$ cat src/rtl/mul_div_unit.sv
// Iterative multiply/divide unit with HI/LO result registers.
// MULT/MULTU use radix-2 shift-add and DIV/DIVU use restoring shift-subtract,
// one iteration per cycle for WIDTH cycles, followed by a sign-fix cycle.
// MTHI/MTLO write the result registers directly from operand a.
//
// Handshake: start is sampled only while busy=0 (state IDLE). An accepted
// multiply/divide holds busy=1 until its done cycle, in which done=1 for
// exactly one cycle and hi/lo already show the new result. cancel squashes
// an in-flight operation without touching hi/lo; rst overrides everything.
module mul_div_unit #(
  parameter int WIDTH = 32,
  parameter int CNT_W = $clog2(WIDTH) + 1
) (
  input  logic             clk,
  input  logic             rst,
  input  logic             start,
  input  logic [2:0]       ctrl,
  input  logic [WIDTH-1:0] a,
  input  logic [WIDTH-1:0] b,
  input  logic             cancel,
  output logic             busy,
  output logic             done,
  output logic [WIDTH-1:0] hi,
  output logic [WIDTH-1:0] lo,
  output logic [1:0]       dbg_state
);

  typedef enum logic [1:0] {
    S_IDLE   = 2'd0,
    S_CALC   = 2'd1,
    S_FINISH = 2'd2
  } state_t;

  state_t             r_state;
  logic [CNT_W-1:0]   r_cnt;
  // Multiply: {partial product upper, multiplier/product lower}.
  // Divide:   {partial remainder, dividend shifting into quotient}.
  logic [2*WIDTH-1:0] r_acc;
  // Multiplicand magnitude for multiply, divisor magnitude for divide.
  logic [WIDTH-1:0]   r_opnd;
  logic               r_is_div;
  logic               r_neg_q;   // negate product / quotient
  logic               r_neg_r;   // negate remainder (sign of dividend)
  logic               r_div0;
  logic               r_busy;
  logic               r_done;
  logic [WIDTH-1:0]   r_hi;
  logic [WIDTH-1:0]   r_lo;

  logic               w_a_neg;
  logic               w_b_neg;
  logic [WIDTH-1:0]   w_a_mag;
  logic [WIDTH-1:0]   w_b_mag;
  logic [WIDTH:0]     w_mul_sum;
  logic [WIDTH:0]     w_div_shift;
  logic [WIDTH:0]     w_div_diff;
  logic [2*WIDTH-1:0] w_prod;
  logic [WIDTH-1:0]   w_quo;
  logic [WIDTH-1:0]   w_rem;

  // Operand magnitudes and per-iteration datapath.
  always_comb begin
    // Even ctrl codes (MULT, DIV) are the signed operations.
    w_a_neg     = ~ctrl[0] & a[WIDTH-1];
    w_b_neg     = ~ctrl[0] & b[WIDTH-1];
    w_a_mag     = w_a_neg ? -a : a;
    w_b_mag     = w_b_neg ? -b : b;
    w_mul_sum   = {1'b0, r_acc[2*WIDTH-1:WIDTH]} + (r_acc[0] ? {1'b0, r_opnd} : '0);
    w_div_shift = {r_acc[2*WIDTH-1:WIDTH], r_acc[WIDTH-1]};
    w_div_diff  = w_div_shift - {1'b0, r_opnd};
    w_prod      = r_neg_q ? -r_acc : r_acc;
    // A zero divisor yields an all-ones quotient; the remainder path already
    // reproduces the dividend once its sign is restored.
    w_quo       = r_div0 ? '1 : (r_neg_q ? -r_acc[WIDTH-1:0] : r_acc[WIDTH-1:0]);
    w_rem       = r_neg_r ? -r_acc[2*WIDTH-1:WIDTH] : r_acc[2*WIDTH-1:WIDTH];
  end

  // Control FSM, iteration datapath and HI/LO result registers.
  always_ff @(posedge clk) begin
    if (rst) begin
      r_state  <= S_IDLE;
      r_cnt    <= '0;
      r_acc    <= '0;
      r_opnd   <= '0;
      r_is_div <= 1'b0;
      r_neg_q  <= 1'b0;
      r_neg_r  <= 1'b0;
      r_div0   <= 1'b0;
      r_busy   <= 1'b0;
      r_done   <= 1'b0;
      r_hi     <= '0;
      r_lo     <= '0;
    end else begin
      r_done <= 1'b0;
      case (r_state)
        S_IDLE: begin
          if (start) begin
            case (ctrl)
              3'b000, 3'b001, 3'b010, 3'b011: begin
                r_state  <= S_CALC;
                r_busy   <= 1'b1;
                r_cnt    <= '0;
                r_is_div <= ctrl[1];
                r_neg_q  <= w_a_neg ^ w_b_neg;
                r_neg_r  <= w_a_neg;
                r_div0   <= ctrl[1] & (b == '0);
                if (ctrl[1]) begin
                  r_acc  <= {{WIDTH{1'b0}}, w_a_mag};
                  r_opnd <= w_b_mag;
                end else begin
                  r_acc  <= {{WIDTH{1'b0}}, w_b_mag};
                  r_opnd <= w_a_mag;
                end
              end
              3'b100: begin
                r_hi   <= a;
                r_done <= 1'b1;
              end
              3'b101: begin
                r_lo   <= a;
                r_done <= 1'b1;
              end
              default: ;
            endcase
          end
        end
        S_CALC: begin
          if (cancel) begin
            r_state <= S_IDLE;
            r_busy  <= 1'b0;
          end else begin
            if (r_is_div) begin
              if (!w_div_diff[WIDTH])
                r_acc <= {w_div_diff[WIDTH-1:0], r_acc[WIDTH-2:0], 1'b1};
              else
                r_acc <= {w_div_shift[WIDTH-1:0], r_acc[WIDTH-2:0], 1'b0};
            end else begin
              r_acc <= {w_mul_sum, r_acc[WIDTH-1:1]};
            end
            r_cnt <= r_cnt + 1'b1;
            if (r_cnt == CNT_W'(WIDTH - 1))
              r_state <= S_FINISH;
          end
        end
        S_FINISH: begin
          r_state <= S_IDLE;
          r_busy  <= 1'b0;
          if (!cancel) begin
            r_done <= 1'b1;
            if (r_is_div) begin
              r_hi <= w_rem;
              r_lo <= w_quo;
            end else begin
              r_hi <= w_prod[2*WIDTH-1:WIDTH];
              r_lo <= w_prod[WIDTH-1:0];
            end
          end
        end
        default: begin
          r_state <= S_IDLE;
          r_busy  <= 1'b0;
        end
      endcase
    end
  end

  assign busy      = r_busy;
  assign done      = r_done;
  assign hi        = r_hi;
  assign lo        = r_lo;
  assign dbg_state = r_state;

endmodule

$ cat config.mk
export PLATFORM = sky130hd
export DESIGN_NAME = mul_div_unit
export DESIGN_NICKNAME = d
export VERILOG_FILES = /design/src/rtl/mul_div_unit.sv
export SDC_FILE = /design/constraint.sdc
export NUM_CORES = 1
export LEC_CHECK = 0
export BUFFER_PORTS_ARGS = -buffer_cell sky130_fd_sc_hd__clkbuf_2
export CAP_MARGIN = 25
export CORE_MARGIN = 1
export CORE_UTILIZATION = 55
export CTS_CLUSTER_SIZE = 30
export DETAILED_ROUTE_END_ITERATION = 16
export HOLD_SLACK_MARGIN = 0.15
export PLACE_DENSITY = 0.75
export SLEW_MARGIN = 20
export SYNTH_ARGS = -nofsm -noshare
export SYNTH_HDL_FRONTEND = slang
export SYNTH_SLANG_ARGS = --single-unit
$ cat constraint.sdc
create_clock -name clk -period 6.65 [get_ports clk]
set_input_delay 0.9975 -clock clk [delete_from_list [all_inputs] [get_ports clk]]
set_output_delay 0.9975 -clock clk [all_outputs]
set_load 0.01 [all_outputs]
# ---- After elaboration in Yosys (flattened, before gate mapping)
# Cells that the tools add are included.
dict set report totals {
  reg_bits 174
  in_bits 71
  out_inout_bits 68
  word_cells 96
}
dict set report classes {
  addsub 8
  eq_ne 16
  mux 42
  n_bitwise 5
  reduce_logical 13
}
# operator n
set op_table {}
lappend op_table {{$mux 32} 16}
lappend op_table {{$mux 64} 6}
lappend op_table {{$neg 32->32} 4}
lappend op_table {{$pmux 32 s2} 2}
lappend op_table {{$pmux 64 s2} 1}
lappend op_table {{$neg 64->64} 1}
lappend op_table {{$add 32x32->33} 1}
lappend op_table {{$sub 33x32->33} 1}
lappend op_table {{$logic_not 32->1} 1}
lappend op_table {{$mux 6} 3}
lappend op_table {{$pmux 6 s2} 1}
lappend op_table {{$reduce_and 4->1} 3}
lappend op_table {{$reduce_and 3->1} 3}
lappend op_table {{$mux 2} 4}
lappend op_table {{$ne 2x2->1 const B} 4}
lappend op_table {{$add 6x1->6 const B} 1}
lappend op_table {{$eq 3x2->1 const B} 2}
lappend op_table {{$eq 3x3->1 const B} 2}
lappend op_table {{$eq 6x5->1 const B} 1}
lappend op_table {{$mux 1} 6}
lappend op_table {{$ne 2x1->1 const B} 3}
lappend op_table {{$pmux 1 s2} 2}
lappend op_table {{$pmux 2 s2} 1}
lappend op_table {{$reduce_bool 2->1} 2}
lappend op_table {{11 further kinds} 13}

# ---- Logic depth before layout (Yosys ltp)
dict set report depth {
  ltp_word 7
  mapped_depth 15
  ltp_nobuf 14
}

# ---- Worst setup path after synthesis
# Ideal clock, no wire load.
dict set report synth_timing {
  kind {reg2reg}
  startpoint {register r_acc[31]}
  endpoint {register r_acc[49]}
  arrival_ns 3.471
  t_required_ns 6.521
  slack_ns 3.051
  path_stages_with_launch 16
  n_path_buf 2
  cell_sequence {dfxtp_1 -> clkbuf_1 -> inv_1 -> ha_1 -> fa_1 -> nand2b_1 -> a21o_1 -> a2111o_1 -> a211oi_1 -> nor3_1 -> o41ai_4 -> xnor2_1 -> clkbuf_1 -> nor2_1 -> a21oi_1 -> o21ai_0}
}
dict set report synth_via {
  elab_chain_cells 5
}
# element line_no
set synth_lines {}
lappend synth_lines {{start, declared} 38} ;# logic [2*WIDTH-1:0] r_acc;
lappend synth_lines {{start signal, assigned} 108} ;# r_acc <= {{WIDTH{1'b0}}, w_a_mag};
lappend synth_lines {{start signal, assigned} 111} ;# r_acc <= {{WIDTH{1'b0}}, w_b_mag};
lappend synth_lines {{start signal, assigned} 134} ;# r_acc <= {w_div_diff[WIDTH-1:0], r_acc[WIDTH-2:0], 1'b1};
lappend synth_lines {{$sub 33x32->33} 70} ;# w_div_diff = w_div_shift - {1'b0, r_opnd};
lappend synth_lines {{$mux 64} 133} ;# if (!w_div_diff[WIDTH])
lappend synth_lines {{$mux 64} 132} ;# if (r_is_div) begin
lappend synth_lines {{$mux 64} 128} ;# if (cancel) begin
lappend synth_lines {{$pmux 64 s2} 95} ;# case (r_state)
# Every way passes these cells. The select of a mux whose other input is x is not followed.
# A chain may end at the register's enable or synchronous reset.

# ---- Worst setup path after layout
dict set report layout_timing {
  startpoint {register r_acc[0]}
  endpoint {register r_acc[63]}
}
dict set report layout_via {
  elab_chain_cells 5
}
# element line_no
set layout_lines {}
lappend layout_lines {{$mux 32} 68} ;# w_mul_sum = {1'b0, r_acc[2*WIDTH-1:WIDTH]} + (r_acc[0] ? {1'b0, r_opnd} : '0);
lappend layout_lines {{$add 32x32->33} 68}
lappend layout_lines {{$mux 64} 132}
lappend layout_lines {{$mux 64} 128}
lappend layout_lines {{$pmux 64 s2} 95}
# Every way passes these cells. The select of a mux whose other input is x is not followed.

==> summary.txt <==
Floorplanning
  – Standard-cell rows: 58
  – Starting Density: 0.568
  – DIE AREA: between 0.02 and 0.03 sq mm
  – Core area: 0.0255 sq mm
  – Vert. Die Dim: 164 microns
  – I/O pin cnt: 139
  – Die width: around 160 microns

Layout
  – Core Util, Final: 0.624
  – Syn-to-layout area delta: 9.90%
  – Finished Layout Cells: ~2400
  – Final nets: 2179
  – Share of layout cells above drive strength 1: 0.105
  – Number of antenna diodes: 0
  – Final instance area: 0.0159 sq mm

Worst setup path
  – CP cell instances: inv_1, nor2_1, ha_1, a21o_1, or3_1, o211ai_1, o21ai_0, a221oi_1, o211ai_1, a21oi_1, o21ai_0, a221oi_1, a211oi_1
  – CP Class: reg2reg
  – Req. time, crit path: 6950 ps
  – Worst-path maximum fanout: 31
  – CP endpoint kind: flop
  – Slowest CP cell: a221oi_1
  – Crit path largest cell delay: 660 ps
  – Kind of start point of the critical path: flop
  – CP arrival: 4680 ps

Timing
  – Final TNS setup: 0 ps
  – Rel. slew slack: 0.317
  – Max Freq: 0.228 GHz
  – RSZ-0062 raised after global routing: no
  – Final setup vio count: 0
  – Pins Over Slew Limit: 0
  – Tcrit/Tclk final: 0.659
  – Clock skew: between 20 and 25 ps
  – Final WS setup: 2270 ps
  – Final hold violation count: 0
  – Tmin final: 4380 ps
  – Worst-margin pin slew: slightly above 1000 ps

Clocking
  – Skew-Pair Late Insertion Delay: 450 ps
  – Post-CTS Resized: 0
  – CTS max path bufs: 2
  – # clock sinks: 174
  – Htree depth: 4
  – Post-CTS Hold Fix Bufs: 0
  – Postcts setup bufs: 0
  – CTS root buf: clkbuf_16
  – Clock-pin slew on the worst setup and hold paths: about 90 ps
  – CTS Buf Count: 17
  – CTS tree: done

Placement
  – DP HPWL: 41200 microns
  – GP Congestion: 1.02
  – DP Cell Count: 2346
  – I/O Buffers: 138
  – Setup WS pre-CTS: ~2400 ps
  – Placed inst area: 0.0152 sq mm

GRT
  – Antenna violations before repair: 0
  – Largest net degree at the start of global routing: 92
  – Gr usage total: 0.392
  – GR Overflow Total: 0
  – First-pass GRT wire length: 79300 microns
  – Vias in the first global route: 13549

Logic synthesis
  – Post-synth EDFFs: 0
  – Top FF cell, synth: dfxtp_1
  – Register area share after synthesis: 0.241
  – Synth top cells by count: nor2_1, a21oi_1, nand2_1
  – Async set-reset flop share out of synthesis: 0
  – Seq cells post-synth: 174
  – Post-synth top area share: 0.241
  – Top cells by area, synth: dfxtp_1, nor2_1, a21oi_1, xnor2_1, ha_1
  – Cell count after synthesis: 1994
  – Syn avg cell area: between 7 and 8 sq um
  – Synth Cell Area: around 0.014 sq mm
  – Netlist cell types: 70
  – Yosys top cell by area: dfxtp_1
  – Synth warn: 0
  – Post-Syn Nets: roughly 2100
  – Cell with the most instances after synthesis: nor2_1

Routing
  – Drt total wl: 53900 microns
  – Antenna-violating nets left: 0
  – First drt pass iteration count: 7
  – Vias: 15589
  – DR vias/cell: 6.55
  – Initial DRC count: approximately 2300
  – Drt wl/cell: 22.6 microns
  – Remaining DRCs: 0

Power and ir drop
  – Leak pwr: 6.38 nW
  – Pwr dens: 189 mW/mm^2
  – VDD IR max: 0.165 mV

Min path
  – Hold WC Path Type: reg2reg

Run
  – Max_cap viols: 0

Run status
  – Status: finished, final reports clean
## where the power goes
group / internal, mW / leakage (nW) / switching [mW]
combinational: 0.271 / 4.67 / 0.506
clock: 0.523 / 0.301 / 0.562
sequential: 1.08 / 1.42 / 0.0630
total: 1.88 / 6.38 / 1.13
## worst max-delay path, delay by kind of cell (launching register included)
kind | cells | cell delay [ps]
AOI/OAI and AO/OA | 9 | 2430
adders and majority gates | 1 | 370
buffers and inverters | 1 | 650
DFF | 1 | 380
and+or+nand+nor | 2 | 420
## flip-flops by register name, summed over array words and instances, names as in the netlist
register / cells
r_div0: 1
r_is_div: 1
r_cnt: 6
r_acc: 64
lo: 32
dbg_state: 2
r_neg_q: 1
done: 1
r_neg_r: 1
r_opnd: 32
busy: 1
hi: 32
## through the flow
stage / total power [mW] / hold WS, ps
detailed placement: 1.91 / 443
CTS: 2.97 / 453
global placement: 1.90 / 438
global route: 3.09 / 465
finish: 3.01 / 455
floorplan: 1.65 / 432
## layout make-up
class	count	area [sq um]
multi-input cells	1624	10300
fillers	2379	9580
flip-flops and latches	174	3480
repair buffers	156	856
clock buffers	17	425
well taps	330	413
inverters	64	240
clock inverters	15	210
## routing by layer
| layer | routed length, microns | vias to the layer above | share of wire | track usage |
|---|---|---|---|---|
| met2 | 21100 | 983 | 0.39 | 0.530 |
| met5 | 0 | - | 0 | 0 |
| met4 | 1640 | 0 | 0.030 | 0.129 |
| li1 | - | 7243 | - | - |
| met1 | 23300 | 7266 | 0.43 | 0.569 |
| met3 | 7750 | 97 | 0.14 | 0.135 |
## cells in the final DEF, fill, tap and decap left out, types with 15 or more instances in the layout
master,instances
nand3_1,22
o31ai_1,25
a31oi_1,21
a21o_1,29
or3_1,27
clkbuf_16,17
dfxtp_1,173
nor2_1,264
nor3_1,62
a211oi_1,50
mux2i_1,76
ha_1,69
nand2b_1,23
inv_1,63
and2_1,15
a22oi_1,19
clkbuf_2,137
o211ai_1,15
nand2_1,175
xor2_1,62
o221ai_1,30
buf_4,17
a21oi_1,199
nor4_1,17
or4_1,18
o21ai_0,137
xnor2_1,110
nor2b_1,17
## cell families (layout without fill, tap and decap cells)
family / Yosys count / after routing / synth area share
mux: 77 / 77 / 0.0534
compound gates: 610 / 610 / 0.266
fa+ha+maj: 71 / 71 / 0.0625
buf+inv: 196 / 252 / 0.0512
flops: 174 / 174 / 0.241
simple gates: 692 / 692 / 0.220
xor+xnor: 174 / 174 / 0.106
## path summary, 6_finish.rpt
kind | from | endpoint | slack (ps) | cells after the start
setup reg to reg | r_acc[0] | r_acc[63] | 2270 | 13
hold / removal | r_opnd[29] | r_opnd[29] | 460 | 2
setup / recovery | r_acc[0] | r_acc[63] | 2270 | 13
hold reg to reg | r_opnd[29] | r_opnd[29] | 460 | 2
(Power assumes the default switching activity.)
